## config.mk

```make
export PLATFORM = sky130hd
export DESIGN_NAME = spm_driver_flat
export DESIGN_NICKNAME = d
export VERILOG_FILES = /design/src/rtl/spm_pkg.sv /design/src/rtl/spm_driver_if.sv /design/src/rtl/spm.sv /design/src/rtl/spm_driver.sv /design/src/flat_wrapper.sv
export SDC_FILE = /design/constraint.sdc
export NUM_CORES = 1
export LEC_CHECK = 0
export ABC_AREA = 1
export BUFFER_PORTS_ARGS = -buffer_cell sky130_fd_sc_hd__buf_4
export CORE_ASPECT_RATIO = 1.25
export CORE_MARGIN = 5
export CORE_UTILIZATION = 45
export CTS_CLUSTER_DIAMETER = 60
export DETAILED_ROUTE_END_ITERATION = 16
export HOLD_SLACK_MARGIN = 0.02
export PLACE_DENSITY = 0.85
export SYNTH_ARGS = -nofsm -noshare
export SYNTH_HDL_FRONTEND = slang
export SYNTH_SLANG_ARGS = --single-unit
```

## constraint.sdc

```tcl
create_clock -name clk -period 3.5 [get_ports clk]
set_input_delay 0.175 -clock clk [delete_from_list [all_inputs] [get_ports clk]]
set_output_delay 0.175 -clock clk [all_outputs]
set_load 0.05 [all_outputs]
```

## src/rtl/spm_pkg.sv

```systemverilog
// Shared definitions for the spm serial-parallel multiplier and its driver:
// default operand width, controller state encoding and counter sizing.
package spm_pkg;

    localparam int SPM_SIZE = 32;

    typedef enum logic [1:0] {
        IDLE  = 2'd0,
        SHIFT = 2'd1,
        DRAIN = 2'd2,
        DONE  = 2'd3
    } state_e;

    // Bit-counter width needed to count the 2*size serial cycles.
    function automatic int cntWidth(input int sz);
        return $clog2(2 * sz);
    endfunction

    localparam int CNT_W = cntWidth(SPM_SIZE);

endpackage

```

## src/rtl/spm_driver_if.sv

```systemverilog
// Bundles the requester-side start/done bus and the link to one spm instance.
// The driver sees everything through the slave modport. The requester uses the
// master modport. The multiplier uses the spm modport.
interface spm_driver_if
    import spm_pkg::*;
#(
    parameter int size = SPM_SIZE
);

    logic                  start;
    logic [size-1:0]       a;
    logic [size-1:0]       b;
    logic                  busy;
    logic                  done;
    logic [2*size-1:0]     prod;
    logic [size-1:0]       spm_x;
    logic                  spm_y;
    logic                  spm_ld;
    logic                  spm_p;

    modport slave (
        input  start, a, b, spm_p,
        output busy, done, prod, spm_x, spm_y, spm_ld
    );

    modport master (
        output start, a, b,
        input  busy, done, prod
    );

    modport spm (
        input  spm_x, spm_y, spm_ld,
        output spm_p
    );

endinterface

```

## src/rtl/spm.sv

```systemverilog
// Serial-parallel two's complement multiplier.
// x is held in parallel. y arrives LSB first, already sign-extended by the sender.
// One product bit leaves per cycle on a registered p, so bit s shows up during cycle s+1.
// ld=1 holds the running partial sum cleared.
module spm #(
    parameter int size = 32
) (
    input  logic            clk,
    input  logic            rst,
    input  logic [size-1:0] x,
    input  logic            y,
    input  logic            ld,
    output logic            p
);

    // Two guard bits keep x + partial sum exact, including the most negative x.
    logic signed [size+1:0] r_acc;
    logic signed [size+1:0] w_addend;
    logic signed [size+1:0] w_sum;
    logic                   r_p;

    assign w_addend = y ? {{2{x[size-1]}}, x} : '0;
    assign w_sum    = r_acc + w_addend;
    assign p        = r_p;

    // Add the selected partial product, emit the settled LSB, and keep the rest arithmetically shifted.
    always_ff @(posedge clk or posedge rst) begin
        if (rst) begin
            r_acc <= '0;
            r_p   <= 1'b0;
        end else if (ld) begin
            r_acc <= '0;
            r_p   <= 1'b0;
        end else begin
            r_acc <= w_sum >>> 1;
            r_p   <= w_sum[0];
        end
    end

endmodule

```

## src/rtl/spm_driver.sv

```systemverilog
// Operand serializer and product collector for one spm instance.
// A start latches a and b. The module presents a in parallel and streams b
// LSB first with sign extension for 2*size cycles. It gathers the serial product
// into prod and pulses done.
module spm_driver
    import spm_pkg::*;
#(
    parameter int size = SPM_SIZE
) (
    input  logic       clk,
    input  logic       rst,
    spm_driver_if.slave bus
);

    localparam logic [1:0] ST_IDLE  = IDLE;
    localparam logic [1:0] ST_SHIFT = SHIFT;
    localparam logic [1:0] ST_DRAIN = DRAIN;
    localparam logic [1:0] ST_DONE  = DONE;

    localparam int                  CNT_WL   = cntWidth(size);
    localparam logic [CNT_WL-1:0]   LAST_CNT = CNT_WL'(2 * size - 1);

    logic [1:0]          r_state;
    logic [CNT_WL-1:0]   r_cnt;
    logic [size-1:0]     r_x;
    logic [size-1:0]     r_b;
    logic [2*size-1:0]   r_prod;
    logic                w_accept;
    logic                w_capture;

    // A request is only honoured between operations. The first SHIFT cycle carries
    // no product bit yet, so collection starts one cycle late and ends in DRAIN.
    assign w_accept  = ((r_state == ST_IDLE) || (r_state == ST_DONE)) && bus.start;
    assign w_capture = ((r_state == ST_SHIFT) && (r_cnt != '0)) || (r_state == ST_DRAIN);

    assign bus.busy   = (r_state == ST_SHIFT) || (r_state == ST_DRAIN);
    assign bus.done   = (r_state == ST_DONE);
    assign bus.spm_ld = (r_state == ST_IDLE) || (r_state == ST_DONE);
    assign bus.spm_y  = (r_state == ST_SHIFT) ? r_b[0] : 1'b0;
    assign bus.spm_x  = r_x;
    assign bus.prod   = r_prod;

    // Sequence IDLE -> SHIFT (2*size cycles) -> DRAIN -> DONE, counting serial cycles.
    always_ff @(posedge clk or posedge rst) begin
        if (rst) begin
            r_state <= ST_IDLE;
            r_cnt   <= '0;
        end else begin
            case (r_state)
                ST_IDLE: begin
                    if (w_accept) begin
                        r_state <= ST_SHIFT;
                        r_cnt   <= '0;
                    end
                end
                ST_SHIFT: begin
                    if (r_cnt == LAST_CNT) begin
                        r_state <= ST_DRAIN;
                    end else begin
                        r_cnt <= r_cnt + 1'b1;
                    end
                end
                ST_DRAIN: begin
                    r_state <= ST_DONE;
                end
                ST_DONE: begin
                    if (w_accept) begin
                        r_state <= ST_SHIFT;
                        r_cnt   <= '0;
                    end else begin
                        r_state <= ST_IDLE;
                    end
                end
                default: begin
                    r_state <= ST_IDLE;
                end
            endcase
        end
    end

    // Latch the operands on acceptance. Shifting b right with MSB replication sign-extends the stream.
    always_ff @(posedge clk or posedge rst) begin
        if (rst) begin
            r_x <= '0;
            r_b <= '0;
        end else if (w_accept) begin
            r_x <= bus.a;
            r_b <= bus.b;
        end else if (r_state == ST_SHIFT) begin
            r_b <= {r_b[size-1], r_b[size-1:1]};
        end
    end

    // Shift each incoming product bit in at the MSB so the last capture leaves bit 0 in place.
    always_ff @(posedge clk or posedge rst) begin
        if (rst) begin
            r_prod <= '0;
        end else if (w_capture) begin
            r_prod <= {bus.spm_p, r_prod[2*size-1:1]};
        end
    end

endmodule
```

## src/flat_wrapper.sv

```systemverilog
// flat-port wrapper written by rule: the top's interface ports become plain ports
module spm_driver_flat import spm_pkg::*;
#(
    parameter int size = SPM_SIZE
)
  (clk, rst, bus_start, bus_a, bus_b, bus_spm_p, bus_busy, bus_done, bus_prod, bus_spm_x, bus_spm_y, bus_spm_ld);
  spm_driver_if #(.size(size)) bus_i ();
  input  logic clk;
  input  logic rst;
  input wire logic [$bits(bus_i.start)-1:0] bus_start;
  input wire logic [$bits(bus_i.a)-1:0] bus_a;
  input wire logic [$bits(bus_i.b)-1:0] bus_b;
  input wire logic [$bits(bus_i.spm_p)-1:0] bus_spm_p;
  output wire logic [$bits(bus_i.busy)-1:0] bus_busy;
  output wire logic [$bits(bus_i.done)-1:0] bus_done;
  output wire logic [$bits(bus_i.prod)-1:0] bus_prod;
  output wire logic [$bits(bus_i.spm_x)-1:0] bus_spm_x;
  output wire logic [$bits(bus_i.spm_y)-1:0] bus_spm_y;
  output wire logic [$bits(bus_i.spm_ld)-1:0] bus_spm_ld;
  assign bus_i.start = bus_start;
  assign bus_i.a = bus_a;
  assign bus_i.b = bus_b;
  assign bus_i.spm_p = bus_spm_p;
  assign bus_busy = bus_i.busy;
  assign bus_done = bus_i.done;
  assign bus_prod = bus_i.prod;
  assign bus_spm_x = bus_i.spm_x;
  assign bus_spm_y = bus_i.spm_y;
  assign bus_spm_ld = bus_i.spm_ld;
  spm_driver #(.size(size)) u_core (.clk(clk), .rst(rst), .bus(bus_i));
endmodule
```

Yosys cells after proc, flatten, opt, wreduce, memory -nomap -nowiden
Index checks and enable logic that the tools add are counted.

Bits in registers: 136. Input port bits: 68. Output and inout bits: 100.

Add/sub/neg operators: 1. Equality and inequality tests: 8. Multiplexer cells: 10. Reduce and logical (&&, ||, !) cells: 12.

Operators with widths (number): $mux W32 (1); $mux W31 (1); $mux W6 (2); $pmux W6 S2 (1); $pmux W2 S4 (1); $add A6 B1 Y6 const B (1); $eq A6 B6 Y1 const B (1); $reduce_bool A6 Y1 (1); $eq A2 B2 Y1 const B (2); $mux W2 (2); $ne A2 B1 Y1 const B (2); $ne A2 B2 Y1 const B (2); $reduce_bool A2 Y1 (2); $logic_or A1 B1 Y1 (3); $reduce_and A3 Y1 (1); $eq A2 B1 Y1 const B (1); $logic_and A1 B1 Y1 (2); $logic_not A2 Y1 (1); $mux W1 (2); $reduce_and A2 Y1 (1); $reduce_or A2 Y1 (1).

Depth between registers and ports, before layout
Gate-level depths: netlist of run 1.

Word-level depth: 5. Mapped depth: 9.

Worst setup path before layout of run 1
Ideal clock, no wire load.

Kind: register to register. Start: reg u_core.r_state[0]. End: reg u_core.r_cnt[2]. Arrival time: 1.934 ns. Required time: 3.372 ns. Path slack: 1.438 ns. Stages on the path, launching flop included: 8. Path buffers: 0. Clock period less this slack: 2.062 ns. Cells stage by stage: dfrtp_1 inv_1 ha_1 inv_1 nand2_1 nand3_1 nand2_1 o21ai_0.

Longest elaborated chain between the ends: 5.

RTL lines: start: declaration (RTL line spm_driver.sv:23) `logic [1:0] r_state;`; start signal: assignment (RTL line spm_driver.sv:46) `r_state <= ST_IDLE;`; start signal: assignment (RTL line spm_driver.sv:52) `r_state <= ST_SHIFT;`; start signal: assignment (RTL line spm_driver.sv:58) `r_state <= ST_DRAIN;`; $eq A2 B2 Y1 / $logic_not A2 Y1 (equally long branches); $logic_or A1 B1 Y1 (*); net bus_spm_ld (RTL line flat_wrapper.sv:19) `output wire logic [$bits(bus_i.spm_ld)-1:0] bus_spm_ld;`; $logic_and A1 B1 Y1 (*) (RTL line spm_driver.sv:33) `assign w_accept = ((r_state == ST_IDLE) || (r_state == ST_DONE)) && bus.start;`; $ne A2 B1 Y1 (no line) (*); $reduce_and A3 Y1 (no line) (*); end signal: assignment (RTL line spm_driver.sv:60) `r_cnt <= r_cnt + 1'b1;`; end: declaration (RTL line spm_driver.sv:24) `logic [CNT_WL-1:0] r_cnt;`.

The timed path passes the listed nets; every way through them passes the cells marked *. A chain may end at the register's enable or synchronous reset.

Worst setup path after layout of run 1
Start: reg u_core.r_state[0]. End: reg u_core.r_state[0].

Longest elaborated chain between the ends: 5.

RTL lines (RTL line): $eq A2 B2 Y1 / $logic_not A2 Y1 (equally long branches) (spm_driver.sv:33, spm_driver.sv:49); $logic_or A1 B1 Y1 (spm_driver.sv:33); $logic_and A1 B1 Y1 (spm_driver.sv:33); $mux W1 / $ne A2 B1 Y1 (equally long branches); $pmux W2 S4 / $reduce_and A2 Y1 (equally long branches).

Parallel ways exist; a longest one is shown, timed or not.

==> impl_results.md, run 1 <==
- Outcome: complete, no violations
- Most used cell, CP: nand2_1
- Initial Utilization: between 40 and 50%
- CP Capture Type: register
- Core area: ~13000 um^2
- Max layer used: met4
- Final min period: 2280 ps
- Dpl ws: roughly 1300 ps
- Power density cells: approximately 940 nW/um^2
- Worst hold path class: in -> reg
- CP Cell Sequence: inv_1, ha_1, nor2_4, inv_2, buf_4, nand2_1, nand2_1, nand2_1, nand2_1
- CTS tree: built
- I/O Buffers: approximately 170
- Row Count: 46
- Post-Syn Instances: 670
- Final wirelength: around 16000 um
- Hold slack: slightly below 300 ps
- CP Data Arrival Time: roughly 2600 ps
- Pre-antenna DRT Iters: 5
- Top-Level Pins: around 170
- WHS Path Cells: 6
- Pleak: 4.54 nW
- Syn Std Cell Area: between 5000 and 6000 um^2
- HPWL Detailed: 9170 um
- Top cells by area, synth: dfrtp_1 (59%), nand2_1 (21%), nand3_1 (11%)
- Achievable frequency: approximately 0.44 GHz
- Mean Syn Cell Area: roughly 8.6 um^2
- Initial antenna violation count: 1
- Yosys cell types: 16
- DR iter-0 viols: 408
- Reg2reg end: u_core.r_state[0]$_DFFE_PP0P_
- Worst reg-to-reg path cell count: 9
- Met1 WL: between 6000 and 7000 um
- CTS buffer count: 17
- Post-route cell area: about 8300 um^2
- Total gr overflow: 0
- Buf/Inv on CP: 3
- Root buf cell: clkbuf_16
- Multi-input gate area: just over 2000 um^2
- Final nets: 965
- Clock Path Buffers: 2
- VDD IR max: between 1 and 1.5 mV
- Metal3 WL: roughly 970 um
- Vias in the first global route: about 5500
- Setup_tns: 0 ps
- First-pass GRT wire length: around 26000 um
- Startpoint types: register
- Clock transition at the registers of the reported paths: 60 ps
- Final Skew: 8.39 ps
- Top-area cell type share of the netlist area: between 50 and 60%
- CTS Sinks: roughly 140
- Synthesized net count: approximately 750
- Final setup margin: about 1200 ps
- Register area share after synthesis: 59.4%
- Worst-margin pin slew: ~1000 ps
- Number of routed nets with antenna violations: 0
- Yosys reg bits: approximately 140
- Min-delay src: bus_start
- Wirelength per Cell: approximately 15 um
- R2R Setup Slk: about 1200 ps
- Layout area overhead: 45.3%
- Crit-path max FO: 45
- Die area: about 15000 um^2
- Largest net degree at the start of global routing: 73
- Post_cts resized: 0
- Final Cycle Share: 65.1%
- CP peak stage delay: 460 ps
- DRC Markers: 0
- Register area: about 3400 um^2
- Max_slew headroom: 34.5%
- Met2 Routed Length: 8050 um
- Post-CTS Repair Setup Buffers: 0
- Crit path kind: reg -> reg
- Vias: 5483
- Die Y: 136 um
- Final setup fails: 0
- CP top delay family: buffers and inverters
- Yosys warns: 0
- Max Cap Viol: 0
- Hold Violations, Final: 0
- Hold Path End: u_core.bus.spm_x[11]$_DFFE_PP0P_
- Area after DPL: between 7000 and 8000 um^2
- Post-synth top area cell: dfrtp_1
- Worst skew pair latency: roughly 410 ps
- Unrepaired setup endpoints after global routing: false
- Ratio of cells with drive above 1 in the final layout: between 20% and 30%
- Routability cong.: ~0.79
- Crit path max-delay cell type: buf_4
- Worst Path Required: around 3900 ps
- Hold Buf Count CTS: 66
- Max Slew Vio Count: 0
- Vias/cell: 5.11
- Die width: ~110 um
- Total Routing Usage GR: a little over a fifth
- H-Tree Depth: 4
- Fillcell total: 917
- Reg-to-reg startpoint: u_core.r_state[0]$_DFFE_PP0P_
layer usage:
metal / GRT usage, % / vias to the layer above
met3: 5.97 / 55
met1: 24.2 / 2616
met5: 0 / -
met2: 36.2 / 245
li1: - / 2567
met4: 10.5 / 0
sequential cells by signal (all words and copies together), names as in the netlist:
name and flops:
u_core.r_state 2, u_core.bus.spm_x 32, u_core.r_cnt 6, u_core.r_b 32, u_core.bus.prod 64
cells in the final DEF, fill, tap and decap left out:
cell type,netlist,final
nor2_4,0,1
clkbuf_16,0,17
nor2_1,5,4
nand3b_1,1,1
nand2_1,317,317
o21ai_4,0,1
inv_6,0,5
dfrtp_1,136,136
ha_1,7,7
clkinvlp_4,0,3
dlygate4sd3_1,0,66
nand2_2,1,1
clkinv_4,0,5
o21ai_0,10,10
clkinv_2,0,1
inv_2,2,3
buf_12,0,1
nand3_1,131,131
buf_4,1,174
diode_2,0,1
o211ai_1,1,1
inv_1,18,16
bufinv_16,0,2
Yosys cell counts, drive strengths merged:
cell type  instances
buf               23
clkbuf            17
dfrtp            136
ha                 7
inv               20
nand2            318
nand3            131
nand3b             1
nor2               5
o211ai             1
o21ai             11
cell families (layout without fill, tap and decap cells):
group | after synthesis | after routing | synth area share, %
adder cells (fa/ha/maj) | 7 | 7 | 1.53
other | 0 | 1 | 0
buffers and inverters | 60 | 293 | 5.13
AND/OR/NAND/NOR | 455 | 455 | 32.8
flip-flops | 136 | 136 | 59.4
AO/OA/AOI/OAI | 12 | 12 | 1.16
worst max-delay path by stage:
stage	startpoint	end	slack, ps	depth (start not counted)
3_5_place_dp	u_core.r_state[0]$_DFFE_PP0P_	u_core.r_state[1]$_DFFE_PP0P_	1320	8
6_report	u_core.r_state[0]$_DFFE_PP0P_	u_core.r_state[0]$_DFFE_PP0P_	1220	9
2_1_floorplan	u_core.r_state[0]$_DFFE_PP0P_	u_core.r_cnt[2]$_DFFE_PP0P_	1440	7
4_1_cts	u_core.r_state[0]$_DFFE_PP0P_	u_core.r_state[0]$_DFFE_PP0P_	1220	9
5_1_grt	u_core.r_state[0]$_DFFE_PP0P_	u_core.r_state[0]$_DFFE_PP0P_	1040	9
3_3_place_gp	u_core.r_state[0]$_DFFE_PP0P_	u_core.r_state[0]$_DFFE_PP0P_	1420	9
layout make-up:
type	count	share of cell area (%)
repair buffers	241	23.9
diodes	1	0.0301
inverters	20	0.947
flip-flops and latches	136	40.9
multi-input cells	474	24.6
clock buffers	17	5.11
clock inverters	15	2.01
well taps	168	2.53
report_power, final:
group,leakage (nW),total (mW),switching (mW),internal [mW]
combinational,2.47,3.61,2.61,0.995
sequential,1.78,2.42,0.344,2.08
clock,0.285,1.77,0.709,1.06
total,4.54,7.80,3.67,4.14
stage by stage:
step	cells	util [%]	power, mW
4_1_cts	1071	66.0	7.79
3_5_place_dp	973	56.1	5.94
6_report	1072	66.0	7.80
5_1_grt	1072	66.0	8.25
2_1_floorplan	670	-	5.00
3_3_place_gp	973	56.1	5.86
worst register-to-register path: stages (launching register included):
cell and delay, ps:
dfrtp_1 430, inv_1 120, ha_1 420, nor2_4 60
inv_2 240, buf_4 470, nand2_1 200, nand2_1 150
nand2_1 80, nand2_1 60
Power figures use the tool's default switching activity.
==> inputs of run 2 (changes only) <==
--- a/config.mk
+++ b/config.mk
@@ -13,7 +13,7 @@
 export CTS_CLUSTER_DIAMETER = 60
 export DETAILED_ROUTE_END_ITERATION = 16
 export HOLD_SLACK_MARGIN = 0.02
-export PLACE_DENSITY = 0.85
+export PLACE_DENSITY = 0.82
 export SYNTH_ARGS = -nofsm -noshare
 export SYNTH_HDL_FRONTEND = slang
 export SYNTH_SLANG_ARGS = --single-unit
==> constraint.sdc (replaced) <==
create_clock -name clk -period 2.2 [get_ports clk]
set_input_delay 0.11 -clock clk [delete_from_list [all_inputs] [get_ports clk]]
set_output_delay 0.11 -clock clk [all_outputs]
set_load 0.05 [all_outputs]
==> impl_results.md, run 2 (same netlist as run 1, synthesis figures left out) <==
- H-Tree Depth: 4
- Layout area overhead: 46.9%
- Max_slew headroom: 52.0%
- Worst skew pair latency: between 400 and 500 ps
- Die width: about 110 um
- Die area: roughly 15000 um^2
- Row Count: 46
- Final Skew: about 7.9 ps
- Largest register FFs: 64
- Largest net degree at the start of global routing: approximately 140
- Final wirelength: 15700 um
- Final setup fails: 0
- Pre-antenna DRT Iters: 5
- Vias in the first global route: ~5300
- Worst-margin pin slew: just over 700 ps
- Core area: approximately 13000 um^2
- Setup_tns: 0 ps
- Crit path kind: reg -> out
- HPWL Detailed: ~9000 um
- Most common cell after layout, fill and taps aside: nand2_1
- Routability cong.: ~0.78
- Startpoint types: register
- CTS Sinks: 136
- Worst reg-to-reg path cell count: 8
- Root buf cell: clkbuf_16
- Achievable frequency: 0.486 GHz
- First-pass GRT wire length: 26000 um
- Power density cells: approximately 1500 nW/um^2
- Max Cap Viol: 0
- Number of routed nets with antenna violations: 0
- Hold slack: around 290 ps
- Hold Violations, Final: 0
- Top-Level Pins: approximately 170
- CP Capture Type: primary output
- Initial antenna violation count: 1
- Non-Filler Instances: approximately 1100
- Pleak: between 4 and 5 nW
- Crit-path max FO: 31
- CTS tree: built
- Outcome: complete, no violations
- Max Slew Vio Count: 0
- I/O Buffers: between 150 and 200
- Most frequent cells in the layout: nand2_1 (317), buf_4 (170), dfrtp_1 (136), nand3_1 (131), dlygate4sd3_1 (66)
- Clock Path Buffers: 2
- Final min period: 2060 ps
- VDD IR max: around 1.0 mV
- Total gr overflow: 0
- Worst Path Required: around 2100 ps
- Vias/cell: a little over 5
- CP Data Arrival Time: between 1500 and 2000 ps
- DRC Markers: 0
- Wirelength per Cell: ~15 um
- Final nets: between 900 and 1000
- DR iter-0 viols: around 460
- Clock transition at the registers of the reported paths: approximately 60 ps
- Dpl ws: 413 ps
- Ratio of cells with drive above 1 in the final layout: between 20% and 30%
- Total Routing Usage GR: 21.1%
- CTS buffer count: 17
- Final setup margin: around 140 ps
- Placed instance count: between 900 and 1000
- Vias: 5418
- Die Y: approximately 140 um
- Final Cycle Share: just over 90%
- Initial Utilization: a little under half
- Unrepaired setup endpoints after global routing: false
- Post-layout util: approximately two thirds
- WHS Path Cells: 7
- Worst hold path class: in -> reg
- Post-CTS Repair Setup Buffers: 0
==> run 2: cell count changes in the layout (fill, tap and decap cells not counted), moves of 2 or more <==
cell and change:
buf_4 -4, clkinv_4 -3, buf_12 +4, inv_8 +2
==> run 2: repair_timing <==
action                                 4_1_cts  5_1_grt
setup endpoints to repair                    0        1
resized for setup                            0        1
endpoints found under the hold margin      201        0
hold buffers                                66        0
==> run 2: cell type report <==
| type | count | area [um^2] |
|---|---|---|
| Sequential cell | 136 | 3400 |
| Inverter | 20 | 78.8 |
| Fill cell | 915 | 4190 |
| Clock inverter | 14 | 188 |
| Multi-Input combinational cell | 474 | 2050 |
| Antenna cell | 1 | 2.50 |
| Timing Repair Buffer | 242 | 2050 |
| Tap cell | 168 | 210 |
| Clock buffer | 18 | 439 |
==> run 2: critical path: stages (launching register included) <==
cell,delay (ps)
dfrtp_1,440
inv_1,130
ha_1,330
buf_6,290
nand2_1,90
inv_1,60
buf_4,190
==> run 2: final timing paths <==
| kind | from | endpoint | slack [ps] |
|---|---|---|---|
| max | u_core.r_state[1]$_DFFE_PP0P_ | bus_spm_y | 140 |
| min | bus_start | u_core.r_state[0]$_DFFE_PP0P_ | 290 |
| max reg2reg | u_core.r_state[0]$_DFFE_PP0P_ | u_core.r_b[20]$_DFFE_PP0P_ | 290 |
| min reg2reg | u_core.r_b[31]$_DFFE_PP0P_ | u_core.r_b[31]$_DFFE_PP0P_ | 470 |
| max in group asynchronous | rst | u_core.bus.spm_x[20]$_DFFE_PP0P_ | 1210 |
| min in group asynchronous | rst | u_core.bus.prod[4]$_DFFE_PP0P_ | 450 |
==> run 2: power by group <==
part	switching [mW]	internal (mW)
Sequential	0.538	3.31
Combinational	4.16	1.72
Clock	1.16	1.85
==> run 2: metal layers <==
layer	up-vias	routed length, um	GRT usage, %
li1	2573	-	-
met4	0	630	10.2
met3	53	1040	6.86
met2	224	7870	34.6
met5	-	0	0
met1	2568	6150	25.2
==> run 2: metrics by stage <==
step / instance area [um^2] / power (mW)
after floorplan: 5730 / 7.95
after global placement: 7120 / 9.48
after detailed placement: 7120 / 9.60
after CTS: 8410 / 12.8
after global routing: 8420 / 13.5
final: 8420 / 12.7
